--- src/rtl/wb_arb_pkg.sv ---
`default_nettype none
// ============================================================================
// Module   : wb_arb_pkg
// Purpose  : Shared sizes, source indices and helpers for the write-back arbiter.
// Revision : 1.0 - initial release
// ============================================================================
package wb_arb_pkg;

    localparam int XLEN  = 32;
    localparam int AW    = 5;
    localparam int N_SRC = 3;

    localparam int SRC_ALU = 0;
    localparam int SRC_LSU = 1;
    localparam int SRC_FPU = 2;

    localparam logic [15:0] CONFLICT_MAX = 16'hFFFF;

    // True when at least two request bits are set (clearing the lowest set bit leaves something).
    function automatic logic multi_req(input logic [N_SRC-1:0] req);
        return (req & (req - N_SRC'(1))) != '0;
    endfunction

endpackage
`default_nettype wire

--- src/rtl/rr_arbiter.sv ---
`default_nettype none
// ============================================================================
// Module   : rr_arbiter
// Purpose  : N-way request to one-hot grant. Round-robin when RR_ARB_EN is
//            defined, otherwise fixed priority with the lowest index winning.
// Revision : 1.0 - initial release
// ============================================================================
module rr_arbiter
    import wb_arb_pkg::*;
#(
    parameter int N = N_SRC
) (
    input  logic         clk,
    input  logic         rst,
    input  logic [N-1:0] req,
    output logic [N-1:0] grant
);

    localparam int PW = (N > 1) ? $clog2(N) : 1;

    logic [PW-1:0] w_base;
    logic [PW-1:0] w_gidx;
    logic          w_any;

    // Scan from the base index upward, wrapping, and take the first requester.
    always_comb begin
        int idx;
        grant  = '0;
        w_any  = 1'b0;
        w_gidx = '0;
        idx    = 0;
        for (int k = 0; k < N; k++) begin
            idx = (int'(w_base) + k) % N;
            if (!w_any && req[idx]) begin
                grant[idx] = 1'b1;
                w_any      = 1'b1;
                w_gidx     = PW'(idx);
            end
        end
    end

`ifdef RR_ARB_EN
    logic [PW-1:0] r_ptr;

    assign w_base = r_ptr;

    always_ff @(posedge clk or posedge rst) begin
        if (rst) begin
            r_ptr <= '0;
        end else if (w_any) begin
            r_ptr <= (w_gidx == PW'(N - 1)) ? '0 : w_gidx + PW'(1);
        end
    end
`else
    logic w_unused;

    assign w_base   = '0;
    assign w_unused = ^{clk, rst, w_gidx, w_any};
`endif

endmodule
`default_nettype wire

--- src/rtl/rf_wb_arbiter.sv ---
`default_nettype none
// ============================================================================
// Module   : rf_wb_arbiter
// Purpose  : Shares the int_reg and float_reg write ports among ALU/LSU/FPU
//            write-back sources. Define RR_ARB_EN for round-robin arbitration.
// Revision : 1.0 - initial release
// ============================================================================
module rf_wb_arbiter
    import wb_arb_pkg::*;
(
    input  logic                  clk,
    input  logic                  rst,
    input  logic [N_SRC-1:0]      src_valid,
    input  logic [N_SRC-1:0]      src_is_fp,
    input  logic [N_SRC*AW-1:0]   src_addr,
    input  logic [N_SRC*XLEN-1:0] src_data,
    output logic [N_SRC-1:0]      src_ready,
    output logic                  int_we,
    output logic [AW-1:0]         int_waddr,
    output logic [XLEN-1:0]       int_wdata,
    output logic                  fp_we,
    output logic [AW-1:0]         fp_waddr,
    output logic [XLEN-1:0]       fp_wdata,
    output logic [15:0]           conflict_cnt
);

    logic [N_SRC-1:0] w_int_req;
    logic [N_SRC-1:0] w_fp_req;
    logic [N_SRC-1:0] w_int_gnt;
    logic [N_SRC-1:0] w_fp_gnt;
    logic [AW-1:0]    w_int_addr;
    logic [AW-1:0]    w_fp_addr;
    logic [XLEN-1:0]  w_int_data;
    logic [XLEN-1:0]  w_fp_data;
    logic [1:0]       w_cnt_inc;
    logic [16:0]      w_cnt_sum;

    logic             r_int_we;
    logic [AW-1:0]    r_int_waddr;
    logic [XLEN-1:0]  r_int_wdata;
    logic             r_fp_we;
    logic [AW-1:0]    r_fp_waddr;
    logic [XLEN-1:0]  r_fp_wdata;
    logic [15:0]      r_conflict_cnt;

    assign w_int_req = src_valid & ~src_is_fp;
    assign w_fp_req  = src_valid &  src_is_fp;

    rr_arbiter #(.N(N_SRC)) u_int_arb (
        .clk   (clk),
        .rst   (rst),
        .req   (w_int_req),
        .grant (w_int_gnt)
    );

    rr_arbiter #(.N(N_SRC)) u_fp_arb (
        .clk   (clk),
        .rst   (rst),
        .req   (w_fp_req),
        .grant (w_fp_gnt)
    );

    // Grants are subsets of the requests, so an idle source never sees ready.
    assign src_ready = rst ? '0 : (w_int_gnt | w_fp_gnt);

    always_comb begin
        w_int_addr = '0;
        w_int_data = '0;
        w_fp_addr  = '0;
        w_fp_data  = '0;
        for (int i = 0; i < N_SRC; i++) begin
            if (w_int_gnt[i]) begin
                w_int_addr = src_addr[i*AW +: AW];
                w_int_data = src_data[i*XLEN +: XLEN];
            end
            if (w_fp_gnt[i]) begin
                w_fp_addr = src_addr[i*AW +: AW];
                w_fp_data = src_data[i*XLEN +: XLEN];
            end
        end
    end

    assign w_cnt_inc = {1'b0, multi_req(w_int_req)} + {1'b0, multi_req(w_fp_req)};
    assign w_cnt_sum = {1'b0, r_conflict_cnt} + {15'b0, w_cnt_inc};

    always_ff @(posedge clk or posedge rst) begin
        if (rst) begin
            r_int_we       <= 1'b0;
            r_int_waddr    <= '0;
            r_int_wdata    <= '0;
            r_fp_we        <= 1'b0;
            r_fp_waddr     <= '0;
            r_fp_wdata     <= '0;
            r_conflict_cnt <= '0;
        end else begin
            // x0 is hardwired: the handshake completes but nothing is written.
            r_int_we <= (|w_int_gnt) && (w_int_addr != '0);
            r_fp_we  <= |w_fp_gnt;
            if (|w_int_gnt) begin
                r_int_waddr <= w_int_addr;
                r_int_wdata <= w_int_data;
            end
            if (|w_fp_gnt) begin
                r_fp_waddr <= w_fp_addr;
                r_fp_wdata <= w_fp_data;
            end
            r_conflict_cnt <= (w_cnt_sum > {1'b0, CONFLICT_MAX}) ? CONFLICT_MAX
                                                                 : w_cnt_sum[15:0];
        end
    end

    assign int_we       = r_int_we;
    assign int_waddr    = r_int_waddr;
    assign int_wdata    = r_int_wdata;
    assign fp_we        = r_fp_we;
    assign fp_waddr     = r_fp_waddr;
    assign fp_wdata     = r_fp_wdata;
    assign conflict_cnt = r_conflict_cnt;

    // A waiting source must keep valid and its payload steady until granted.
    for (genvar gi = 0; gi < N_SRC; gi++) begin : g_src_proto
        a_src_stable : assert property (
            @(posedge clk) disable iff (rst)
            (src_valid[gi] && !src_ready[gi]) |=>
                (src_valid[gi] && $stable(src_is_fp[gi]) &&
                 $stable(src_addr[gi*AW +: AW]) && $stable(src_data[gi*XLEN +: XLEN]))
        );
    end

endmodule
`default_nettype wire

--- config.mk ---
export PLATFORM = sky130hd
export DESIGN_NAME = rf_wb_arbiter
export DESIGN_NICKNAME = d
export VERILOG_FILES = /design/src/rtl/wb_arb_pkg.sv /design/src/rtl/rr_arbiter.sv /design/src/rtl/rf_wb_arbiter.sv
export SDC_FILE = /design/constraint.sdc
export NUM_CORES = 1
export LEC_CHECK = 0
export BUFFER_PORTS_ARGS = -buffer_cell sky130_fd_sc_hd__buf_2
export CAP_MARGIN = 20
export CORE_MARGIN = 8
export CORE_UTILIZATION = 49
export CTS_CLUSTER_SIZE = 12
export DETAILED_ROUTE_END_ITERATION = 16
export PLACE_DENSITY = 0.81
export SKIP_CTS_REPAIR_TIMING = 1
export SYNTH_ARGS = -nofsm -noshare
export SYNTH_HDL_FRONTEND = slang
export SYNTH_HIERARCHICAL = 1
export SYNTH_SLANG_ARGS = --single-unit
--- constraint.sdc ---
create_clock -name clk -period 3.37 [get_ports clk]
set_input_delay 0.1685 -clock clk [delete_from_list [all_inputs] [get_ports clk]]
set_output_delay 0.1685 -clock clk [all_outputs]
set_load 0.01 [all_outputs]
# Word level (Yosys, flattened, before mapping)
# Cells that the tools add are included.
# totals
reg_bits	92
latchBits	0
mem_bits_rw	0
mem_bits_ro	0
inputBits	119
out_inout_bits	95
word_cells	56
mem_count	0
# classes
add_sub_neg	4
mul	0
div_mod_pow	0
magnitude_cmp	1
eq_ne	0
shifts	0
mux	24
bitwise	6
n_reduce_logical	14
# op_table
cell	count
32-bit two-way mux	6
5-bit two-way mux	6
16-bit by 2-bit adder with 17-bit output	1
17-bit by 16-bit greater-than comparator with 1-bit output (second input constant)	1
16-bit two-way mux	1
3-bit AND	4
3-bit two-way mux	3
1-bit two-way mux	6
3-bit nonzero test	2
3-bit OR reduction	2
3-bit by 1-bit subtractor with 3-bit output (second input constant)	2
1-bit logical AND	5
5-bit nonzero test	1
1-bit logical NOT	4
2-bit two-way mux	2
3-bit NOT	1
3-bit bitwise OR	1
1-bit by 1-bit adder with 2-bit output	1

# Depth between registers and ports, before layout
# Gate-level depths: netlist of the first run.
# logic_depth
depth_word	14
ltp_mapped	9
depth_no_buf	8

# By module
# Netlist of the first run, hierarchy kept.
# by_module_without_submodules
module	instances	cells_each	area_each_um2	seq_area_each_um2
rf_wb_arbiter	1	581	5058.6	2302.2
rr_arbiter	2	3	26.3	0.0

# Worst setup path after synthesis of the first run
# Ideal clock, no wire load.
# synth_timing
path_kind	input to register
start	input src_is_fp[0]
end	register r_conflict_cnt[10], in the netlist conflict_cnt[10]
setup_time_ns	0.134
t_arrival_ns	2.014
required_ns	3.236
slack_ns	1.222
path_stages	9
path_buffers	1
cell_sequence	and2_1 maj3_1 fa_1 ha_1 nand4_1 nor2_1 nand3_1 clkbuf_1 nand2_1
# synth_via
elab_chain_len	9
word_cells_on_any_way	13
cone_classes	4 x add/sub; 1 x order compare; 1 x mux; 5 x bitwise; 2 x reduce/logical
# synth_lines
item	line_no	source
start: declaration	rf_wb_arbiter.sv:14	input logic [N_SRC-1:0] src_is_fp,
3-bit NOT	rf_wb_arbiter.sv:46	assign w_int_req = src_valid & ~src_is_fp;
3-bit AND	rf_wb_arbiter.sv:46	
3-bit by 1-bit subtractor with 3-bit output	wb_arb_pkg.sv:21	return (req & (req - N_SRC'(1))) != '0;
3-bit AND	wb_arb_pkg.sv:21	
3-bit nonzero test	wb_arb_pkg.sv:21	
1-bit by 1-bit adder with 2-bit output (*)	rf_wb_arbiter.sv:83	assign w_cnt_inc = {1'b0, multi_req(w_int_req)} + {1'b0, multi_req(w_fp_req)};
16-bit by 2-bit adder with 17-bit output (*)	rf_wb_arbiter.sv:84	assign w_cnt_sum = {1'b0, r_conflict_cnt} + {15'b0, w_cnt_inc};
17-bit by 16-bit greater-than comparator with 1-bit output	rf_wb_arbiter.sv:107	r_conflict_cnt <= (w_cnt_sum > {1'b0, CONFLICT_MAX}) ? CONFLICT_MAX
16-bit two-way mux (*)	rf_wb_arbiter.sv:107	
end signal: assignment	rf_wb_arbiter.sv:107	
end: declaration	rf_wb_arbiter.sv:44	logic [15:0] r_conflict_cnt;
# Mark *: on every way between the ends. The rest lies on a longest branch, timed or not.
# A chain may end at the register's enable or synchronous reset.

# Final worst setup path of the first run
# layout_timing
start	input src_is_fp[0]
end	register r_conflict_cnt[0], in the netlist conflict_cnt[0]
# layout_via
elab_chain_len	9
word_cells_on_any_way	13
cone_classes	4 x add/sub; 1 x order compare; 1 x mux; 5 x bitwise; 2 x reduce/logical
# layout_lines
item	line_no	source
3-bit NOT (*)	rf_wb_arbiter.sv:46	
3-bit AND (*)	rf_wb_arbiter.sv:46	
via w_int_req[0]	rf_wb_arbiter.sv:27	logic [N_SRC-1:0] w_int_req;
3-bit by 1-bit subtractor with 3-bit output	wb_arb_pkg.sv:21	
3-bit AND (*)	wb_arb_pkg.sv:21	
3-bit nonzero test (*)	wb_arb_pkg.sv:21	
1-bit by 1-bit adder with 2-bit output (*)	rf_wb_arbiter.sv:83	
16-bit by 2-bit adder with 17-bit output (*)	rf_wb_arbiter.sv:84	
17-bit by 16-bit greater-than comparator with 1-bit output	rf_wb_arbiter.sv:107	
16-bit two-way mux (*)	rf_wb_arbiter.sv:107	
# The timed path passes the listed nets; every way through them passes the cells marked *.

==> run metrics, run 1 <==
Worst path slowest cell=nor2b_4; Setup WS pre-CTS=0.571 ns; fin area=6530 µm²; Flop pwr share=0.453; Netlist cell types=41; Hold Violations, Final=0; number of global-route vias before repair=slightly above 5,000; final global-route overflow total=0; # port buffers=213; fin crit period=between 2 and 2.5 ns; CTS tree=yes; Placed Cells=between 900 and 1,000; largest net degree at the start of global routing=54; Via density=5.39; fin cells=922; CP endpoint kind=flop; # nets final=902; Cells after Synth=roughly 600; P per Cell Area=485 nW/µm²; Post-DP Area=6290 µm²; Crit path largest cell delay=0.60 ns; most frequent cells in the layout=buf_2, dfrtp_1, nand2_1; HPWL Detailed=11,700 µm; part of the power in the clock network=0.265; Syn Nets=708; DR DRC count=0; max_cap viols=0; Final Skew=0.00881 ns; Worst Tran Pin Value=0.878 ns; Crit Path Category=in2reg; post-synthesis sequential area ratio=0.450; Vias=4,969; Final WS setup=0.982 ns; global-route wire length before repair=25,600 µm; max-slew violations=0; initial DRC count=around 310; worst-path maximum fanout=19; initial antenna violation count=0; worst skew pair latency=between 0.3 and 0.4 ns; fraction of layout cells with a size suffix above 1=0.321; area delta synth->final=27.7%; Worst Path Arrival=roughly 2.7 ns; DRT Pass-1 Iters=7; Final ANT Viol Nets=0; clk sink count=92; Post-Syn Area=5110 µm²; RSZ-0062 raised after global routing=no; worst hold margin=~0.025 ns; Starting Density=0.500; I/O pin count=approximately 210; yosys warns=6; crit-path cells=buf_2 -> nor2b_4 -> maj3_1 -> fa_1 -> ha_1 -> nand4_1 -> nor2_1 -> nand3_1 -> nand2b_1; Yosys top cell area share=0.450; Clk pin slew, worst setup/hold paths=0.09 ns; Clock Path Buffers=2; ys async rst share=1.00; ANT cells=0; Die Y=118 µm; clk root buf=clkbuf_8; DIE WIDTH=~120 µm; Post-synth EDFFs=0; Top FF cell, synth=dfrtp_1; Core Util, Final=0.638; leakage power=approximately 3.2 nW; Mapped Avg Cell Area=8.71 µm²; Worst slew margin=0.414; Peak Freq=419 MHz; wire per inst=16.9 µm; setup total negative slack=0 ns; top area cells in the synthesized netlist=dfrtp_1, mux2i_1, a21oi_1; required time of the worst setup path=about 3.7 ns; row cnt=37; Sw Share=0.331; internal power=2.12 mW; Setup crit start kind=input port; worst vdd ir=277 µV; status=completed; die area=14,000 µm²; Hold Path Class=in2reg; cts bufs inserted=9; Comb pwr share=0.282; gr usage total=0.219; Switch Pwr=1.05 mW; most common cell after layout, fill and taps aside=buf_2; routability congestion estimate=0.882; WL final=about 16,000 µm; Final period util=0.709; # setup viols final=0; Core ar.=10,200 µm²; PnR Total Power=3.17 mW; H-Tree Depth=3; post-synth top area cell=dfrtp_1; fillers=895; register bit total from synthesis=92
[cell usage after synthesis (all sizes together) (2+ instances only)]
master,n
xor2,3
nand2b,2
nand3b,4
nand4,4
maj3,2
o21ai,71
dfrtp,92
a21o,4
nor2b,10
nor2,80
nand3,5
a31oi,2
nor3,5
nor4,2
inv,3
clkbuf,25
nor3b,2
xnor2,7
nand2,83
and2,3
mux2i,70
a21oi,78
buf,19
[flip-flops by register name (all words and copies together) (netlist names)]
register / cells
int_we: 1
fp_waddr: 5
fp_we: 1
conflict_cnt: 16
int_waddr: 5
fp_wdata: 32
int_wdata: 32
[per-layer routing]
| metal | up-vias | wire [µm] | share of wire | GRT usage |
|---|---|---|---|---|
| met1 | 2351 | 6620 | 0.42 | 0.260 |
| li1 | 2399 | - | - | - |
| met3 | 14 | 1220 | 0.078 | 0.0614 |
| met5 | - | 0 | 0 | 0 |
| met4 | 0 | 172 | 0.011 | 0.0697 |
| met2 | 205 | 7610 | 0.49 | 0.377 |
[cells by family (layout without fill, tap and decap cells)]
family          after synthesis  count (layout)  synth area share
compound gates              158             158             0.160
xor+xnor                     10              10            0.0171
fa+ha+maj                     4               4            0.0103
buf+inv                      47             246            0.0424
flops                        92              92             0.450
mux                          71              71             0.139
simple gates                205             205             0.180
[critical path: cells and delay by family]
family	cells	cell delay (ns)
buffers and inverters	1	0.12
adder cells (fa/ha/maj)	3	0.77
AND/OR/NAND/NOR	5	1.61
[worst paths after layout]
path	startpoint	end	slack (ns)	cells after the start
min in group asynchronous	rst	fp_wdata[26]	0.46	3
max in group asynchronous	rst	conflict_cnt[0]	2.08	4
setup / recovery	src_is_fp[0]	conflict_cnt[0]	0.98	9
hold / removal	src_data[80]	int_wdata[16]	0.02	3
setup reg to reg	conflict_cnt[0]	conflict_cnt[4]	1.34	6
hold reg to reg	int_waddr[3]	int_waddr[3]	0.50	1
[cell type report]
class	count	area [µm²]	share of cell area
inverters	3	12.5	0.00192
flip-flops and latches	92	2300	0.353
repair buffers	227	1190	0.182
multi-input cells	448	2630	0.403
clock inverters	5	85.1	0.0130
clock buffers	11	141	0.0217
well taps	136	170	0.0261
[power groups by stage]
stage / Sequential [mW] / Combinational [mW] / Clock (mW)
global route: 1.45 / 0.994 / 0.908
detailed placement: 1.45 / 0.902 / 0
global placement: 1.44 / 0.877 / 0
floorplan: 1.52 / 0.418 / 0
CTS: 1.43 / 0.904 / 0.859
finish: 1.43 / 0.893 / 0.840
Note: power is estimated with default switching activity, not from simulation.
==> inputs of run 2 (changes only) <==
--- a/config.mk
+++ b/config.mk
@@ -8,10 +8,10 @@
 export BUFFER_PORTS_ARGS = -buffer_cell sky130_fd_sc_hd__buf_2
 export CAP_MARGIN = 20
 export CORE_MARGIN = 8
-export CORE_UTILIZATION = 49
+export CORE_UTILIZATION = 44
 export CTS_CLUSTER_SIZE = 12
 export DETAILED_ROUTE_END_ITERATION = 16
-export PLACE_DENSITY = 0.81
+export PLACE_DENSITY = 0.77
 export SKIP_CTS_REPAIR_TIMING = 1
 export SYNTH_ARGS = -nofsm -noshare
 export SYNTH_HDL_FRONTEND = slang
==> constraint.sdc (replaced) <==
create_clock -name clk -period 2.09 [get_ports clk]
set_input_delay 0.1045 -clock clk [delete_from_list [all_inputs] [get_ports clk]]
set_output_delay 0.1045 -clock clk [all_outputs]
set_load 0.01 [all_outputs]
==> run 2 against run 1 <==
  * The flow now finishes with violations (negative hold slack)
  * Highest routed layer unchanged
  * Sequential share of layout area fell by 1.6 points
  * Flip-flop and latch count unchanged
  * Final cell count increased by 3.5%
  * Global-route usage down 2.1 points
  * Routed wire length is 1.3% lower
  * Critical endpoint is now conflict_cnt[4]
==> run metrics, run 2 (synthesized netlist as in run 1, its figures left out) <==
most frequent cells in the layout=buf_2, dfrtp_1, nand2_1; # port buffers=213 (unchanged); largest net degree at the start of global routing=89 (+65%); failing checks=negative hold slack; Reg area=2300 µm² (unchanged); Clock Path Buffers=2 (unchanged); routability congestion estimate=0.827 (-6.2%); H-Tree Depth=3 (unchanged); # setup viols final=0 (unchanged); Final ANT Viol Nets=0 (unchanged); worst skew pair latency=0.34 ns (-0.02 ns); Crit Path Category=reg2reg; Hold Startpoint=src_data[67]; final global-route overflow total=0 (unchanged); Setup crit start kind=flop; worst-path maximum fanout=8 (-11); Final period util=0.883; worst hold margin=-0.0209 ns (-0.0458 ns); Die Y=124 µm (+4.8%); Hold Path Class=in2reg; Clk pin slew, worst setup/hold paths=0.07 ns (-0.02 ns); gr usage total=0.198 (-0.0213); Final WS setup=0.244 ns (-0.738 ns); max_cap viols=0 (unchanged); CP endpoint kind=flop; most common cell after layout, fill and taps aside=buf_2; Multi-input gate area=2630 µm² (unchanged); wire per inst=16.2 µm (-4.6%); max-slew violations=0 (unchanged); number of global-route vias before repair=4,877 (-5.0%); Vias=4,882 (-1.8%); Worst slew margin=0.653 (+0.239); DRT Pass-1 Iters=5 (-2); Via density=5.12 (-5.0%); cts bufs inserted=9 (unchanged); initial DRC count=391 (+25%); fraction of layout cells with a size suffix above 1=0.329 (+0.00861); die area=15,300 µm² (+9.8%); Final Skew=0.00443 ns (-0.00439 ns); Worst Path Arrival=2.07 ns (-0.60 ns); HPWL Detailed=11,100 µm (-5.6%); fin crit period=1.85 ns; DIE WIDTH=124 µm (+4.8%); fillers=1,032 (+15%); clk root buf=clkbuf_16; Setup crit start=conflict_cnt[0]; Starting Density=0.450 (-0.0500); I/O pin count=214 (unchanged); global-route wire length before repair=23,900 µm (-6.4%); row cnt=39 (+5.4%); clk sink count=92 (unchanged); Worst Tran Pin Value=0.517 ns (-0.361 ns); Hold Violations, Final=25 (+25); # nets final=927 (+2.8%); ANT cells=0 (unchanged); P per Cell Area=792 nW/µm² (+63%); status=finished with violations; Peak Freq=542 MHz; leakage power=3.35 nW (+4.5%); RSZ-0062 raised after global routing=no; initial antenna violation count=0 (unchanged); worst vdd ir=527 µV (+90%); WL final=15,400 µm (-1.3%); DR DRC count=0 (unchanged); setup total negative slack=0 ns (unchanged); required time of the worst setup path=2.32 ns (-1.33 ns); worst reg2reg startpoint=conflict_cnt[0]; fin cells=954 (+3.5%); Setup WS pre-CTS=-0.0811 ns (-0.652 ns); Core ar.=11,400 µm² (+11%); area delta synth->final=33.9%; CTS tree=yes; Placed Cells=926 (+2.3%)
==> run 2: area by class of cell <==
cell class,count,area share
multi-input combinational,448,0.384
clock inverter,7,0.00987
timing repair buffer,252,0.208
inverter,3,0.00219
sequential,92,0.336
clock buffer,9,0.0329
tap,143,0.0261
==> run 2: stage by stage <==
| step | utilization | hold WS (ns) | cell area [µm²] | power (mW) |
|---|---|---|---|---|
| final | 0.602 | -0.0209 | 6840 | 5.42 |
| after global routing | 0.602 | 0.000106 | 6840 | 5.76 |
| after CTS | 0.591 | -0.321 | 6720 | 5.48 |
| after detailed placement | 0.566 | 0.0509 | 6430 | 3.82 |
| after global placement | 0.566 | 0.0541 | 6430 | 3.79 |
| after floorplan | - | 0.221 | 5110 | 3.12 |
==> run 2: worst max-delay path, stage by stage, from the launching register on <==
cell and delay [ns]:
dfrtp_1 0.40, fa_1 0.49, ha_1 0.27, nand4_1 0.15
nor2_1 0.09, nand3_1 0.09, buf_4 0.16, o21ai_0 0.08
==> run 2: routing by layer <==
metal / part of all wire / track usage
met1: 0.42 / 0.252
met4: 0.011 / 0.0602
met3: 0.086 / 0.0481
met5: 0 / 0
met2: 0.49 / 0.326
==> run 2: report_power, final <==
group          internal [mW]  switching (mW)  leakage, nW
clock                  0.920           0.701        0.137
combinational          0.678           0.835         2.08
sequential              2.08           0.206         1.13
==> run 2: path summary, 6_finish.rpt <==
path | end | slack (ns) | depth (start not counted)
worst max-delay path | conflict_cnt[4] | 0.24 | 7
worst min register to register | int_waddr[2] | 0.48 | 1
max in group asynchronous | int_wdata[5] | 1.17 | 4
worst min-delay path | fp_wdata[3] | -0.02 | 3
min in group asynchronous | int_wdata[18] | 0.24 | 3
worst max register to register | conflict_cnt[4] | 0.24 | 7
==> inputs of run 3 (changes only) <==
--- a/config.mk
+++ b/config.mk
@@ -11,7 +11,7 @@
 export CORE_UTILIZATION = 44
 export CTS_CLUSTER_SIZE = 12
 export DETAILED_ROUTE_END_ITERATION = 16
-export PLACE_DENSITY = 0.77
+export PLACE_DENSITY_LB_ADDON = 0.05
 export SKIP_CTS_REPAIR_TIMING = 1
 export SYNTH_ARGS = -nofsm -noshare
 export SYNTH_HDL_FRONTEND = slang
==> run 3 against run 2 <==
  * The run still ends with negative hold slack left
  * Via count increased by 0.55%
  * Combinational power about the same
  * Critical path depth unchanged
  * Non-clock buffer count decreased by 13
  * Sequential share of layout area increased by 0.58 points
==> run metrics, run 3 (synthesized netlist as in run 1, its figures left out) <==
worst-path maximum fanout=13 (+5); I/O pin count=214 (unchanged); number of global-route vias before repair=5,072 (+4.0%); Core Util, Final=0.592 (-0.0101); CTS tree=yes; status=finished with violations; Peak Freq=550 MHz (+1.6%); Worst path slowest cell=fa_1; H-Tree Depth=3 (unchanged); Crit Path Category=reg2reg; Switch Pwr=1.69 mW (-2.7%); HPWL Detailed=11,800 µm (+6.7%); Sw Share=0.320 (-0.00143); final global-route overflow total=0 (unchanged); initial DRC count=264 (-32%); Final ANT Viol Nets=0 (unchanged); largest net degree at the start of global routing=49 (-45%); cts bufs inserted=9 (unchanged); area delta synth->final=31.7%; row cnt=39 (unchanged); worst hold margin=-0.00997 ns (+0.0110 ns); fraction of layout cells with a size suffix above 1=0.325 (-0.00425); worst vdd ir=427 µV (-19%); required time of the worst setup path=2.30 ns (-0.02 ns); Worst Path Arrival=2.02 ns (-0.05 ns); Via density=5.22 (+2.1%); routability congestion estimate=0.819 (-1.0%); Final period util=0.870 (-0.0136); Setup crit start kind=flop; Vias=4,909 (+0.55%); failing checks=negative hold slack; most common cell after layout, fill and taps aside=buf_2; CP endpoint kind=flop; Worst R2R Path Depth=7 (unchanged); ANT cells=0 (unchanged); global-route wire length before repair=25,200 µm (+5.5%); worst skew pair latency=0.33 ns (about the same); Worst Tran Pin Value=0.680 ns (+0.163 ns); DIE WIDTH=124 µm (unchanged); # nets final=914 (-1.4%); Comb pwr share=0.279 (about the same); Crit path largest cell delay=0.46 ns (-0.03 ns); clk sink count=92 (unchanged); initial antenna violation count=1 (+1); fillers=1,053 (+2.0%); leakage power=3.30 nW (-1.4%); crit-path cells=fa_1 -> ha_1 -> nand4_1 -> nor2_1 -> nand3_1 -> buf_12 -> o21ai_0; P per Cell Area=787 nW/µm² (-0.64%); most frequent cells in the layout=buf_2, dfrtp_1, nand2_1; clk root buf=clkbuf_16; Final Skew=0.00315 ns (-0.00127 ns); Placed Cells=921 (-0.54%); Starting Density=0.450 (unchanged); gr usage total=0.208 (+0.0101); die area=15,300 µm² (unchanged); # setup viols final=0 (unchanged); max-slew violations=0 (unchanged); fin cells=940 (-1.5%); max_cap viols=0 (unchanged); RSZ-0062 raised after global routing=no; Clock Path Buffers=2 (unchanged); Die Y=124 µm (unchanged); internal power=3.60 mW (-2.1%); Hold Path Class=in2reg; part of the power in the clock network=0.285 (-0.014); wire per inst=17.0 µm (+5.3%); Hold Violations, Final=9 (-64%); DR DRC count=0 (unchanged); DRT Pass-1 Iters=4 (-1); # port buffers=213 (unchanged); hold depth=3 (unchanged); Core ar.=11,400 µm² (unchanged); Clk pin slew, worst setup/hold paths=0.06 ns (about the same); Worst slew margin=0.546 (-0.107); fin crit period=1.82 ns (-0.0285 ns); Flop pwr share=0.436 (+0.014); WL final=16,000 µm (+3.8%)
-- run 3: path summary, 6_finish.rpt --
| path | start | end | slack (ns) |
|---|---|---|---|
| max reg2reg | conflict_cnt[0] | conflict_cnt[4] | 0.27 |
| max in group asynchronous | rst | fp_wdata[22] | 1.02 |
| min in group asynchronous | rst | int_wdata[2] | 0.47 |
| min reg2reg | int_waddr[3] | int_waddr[3] | 0.50 |
| max | conflict_cnt[0] | conflict_cnt[4] | 0.27 |
| min | src_data[70] | fp_wdata[6] | -0.01 |
-- run 3: critical path: cells and delay by family, from the launching register on --
family | cells | cell delay [ns]
AOI/OAI and AO/OA | 1 | 0.09
adders and majority gates | 2 | 0.69
and+or+nand+nor | 3 | 0.37
DFF | 1 | 0.40
buffers and inverters | 1 | 0.15
-- run 3: layer usage --
metal | track usage | part of all wire
met5 | 0 | 0.00050
met1 | 0.258 | 0.42
met2 | 0.345 | 0.48
met3 | 0.0535 | 0.082
met4 | 0.0722 | 0.017
-- run 3: layout make-up --
type	instances	area [µm²]	share of cell area
multi-input combinational	448	2630	0.391
inverter	3	15.0	0.00223
tap	143	179	0.0266
timing repair buffer	239	1330	0.198
clock inverter	2	10.0	0.00149
sequential	92	2300	0.342
clock buffer	13	260	0.0387
-- run 3: stage by stage --
step	area (µm²)	setup TNS, ns	power [mW]	worst slack (ns)
after floorplan	5110	0	3.12	0.00601
after global placement	6420	-0.0234	3.80	-0.0168
after detailed placement	6420	-0.177	3.83	-0.0590
after CTS	6690	0	5.36	0.274
after global routing	6730	0	5.63	0.159
final	6730	0	5.29	0.272
-- run 3: power groups by stage --
stage | sequential [mW] | clock [mW] | combinational [mW]
2_1_floorplan | 2.44 | 0 | 0.674
3_3_place_gp | 2.33 | 0 | 1.47
3_5_place_dp | 2.34 | 0 | 1.50
4_1_cts | 2.31 | 1.55 | 1.50
5_1_grt | 2.35 | 1.62 | 1.66
6_report | 2.31 | 1.51 | 1.48
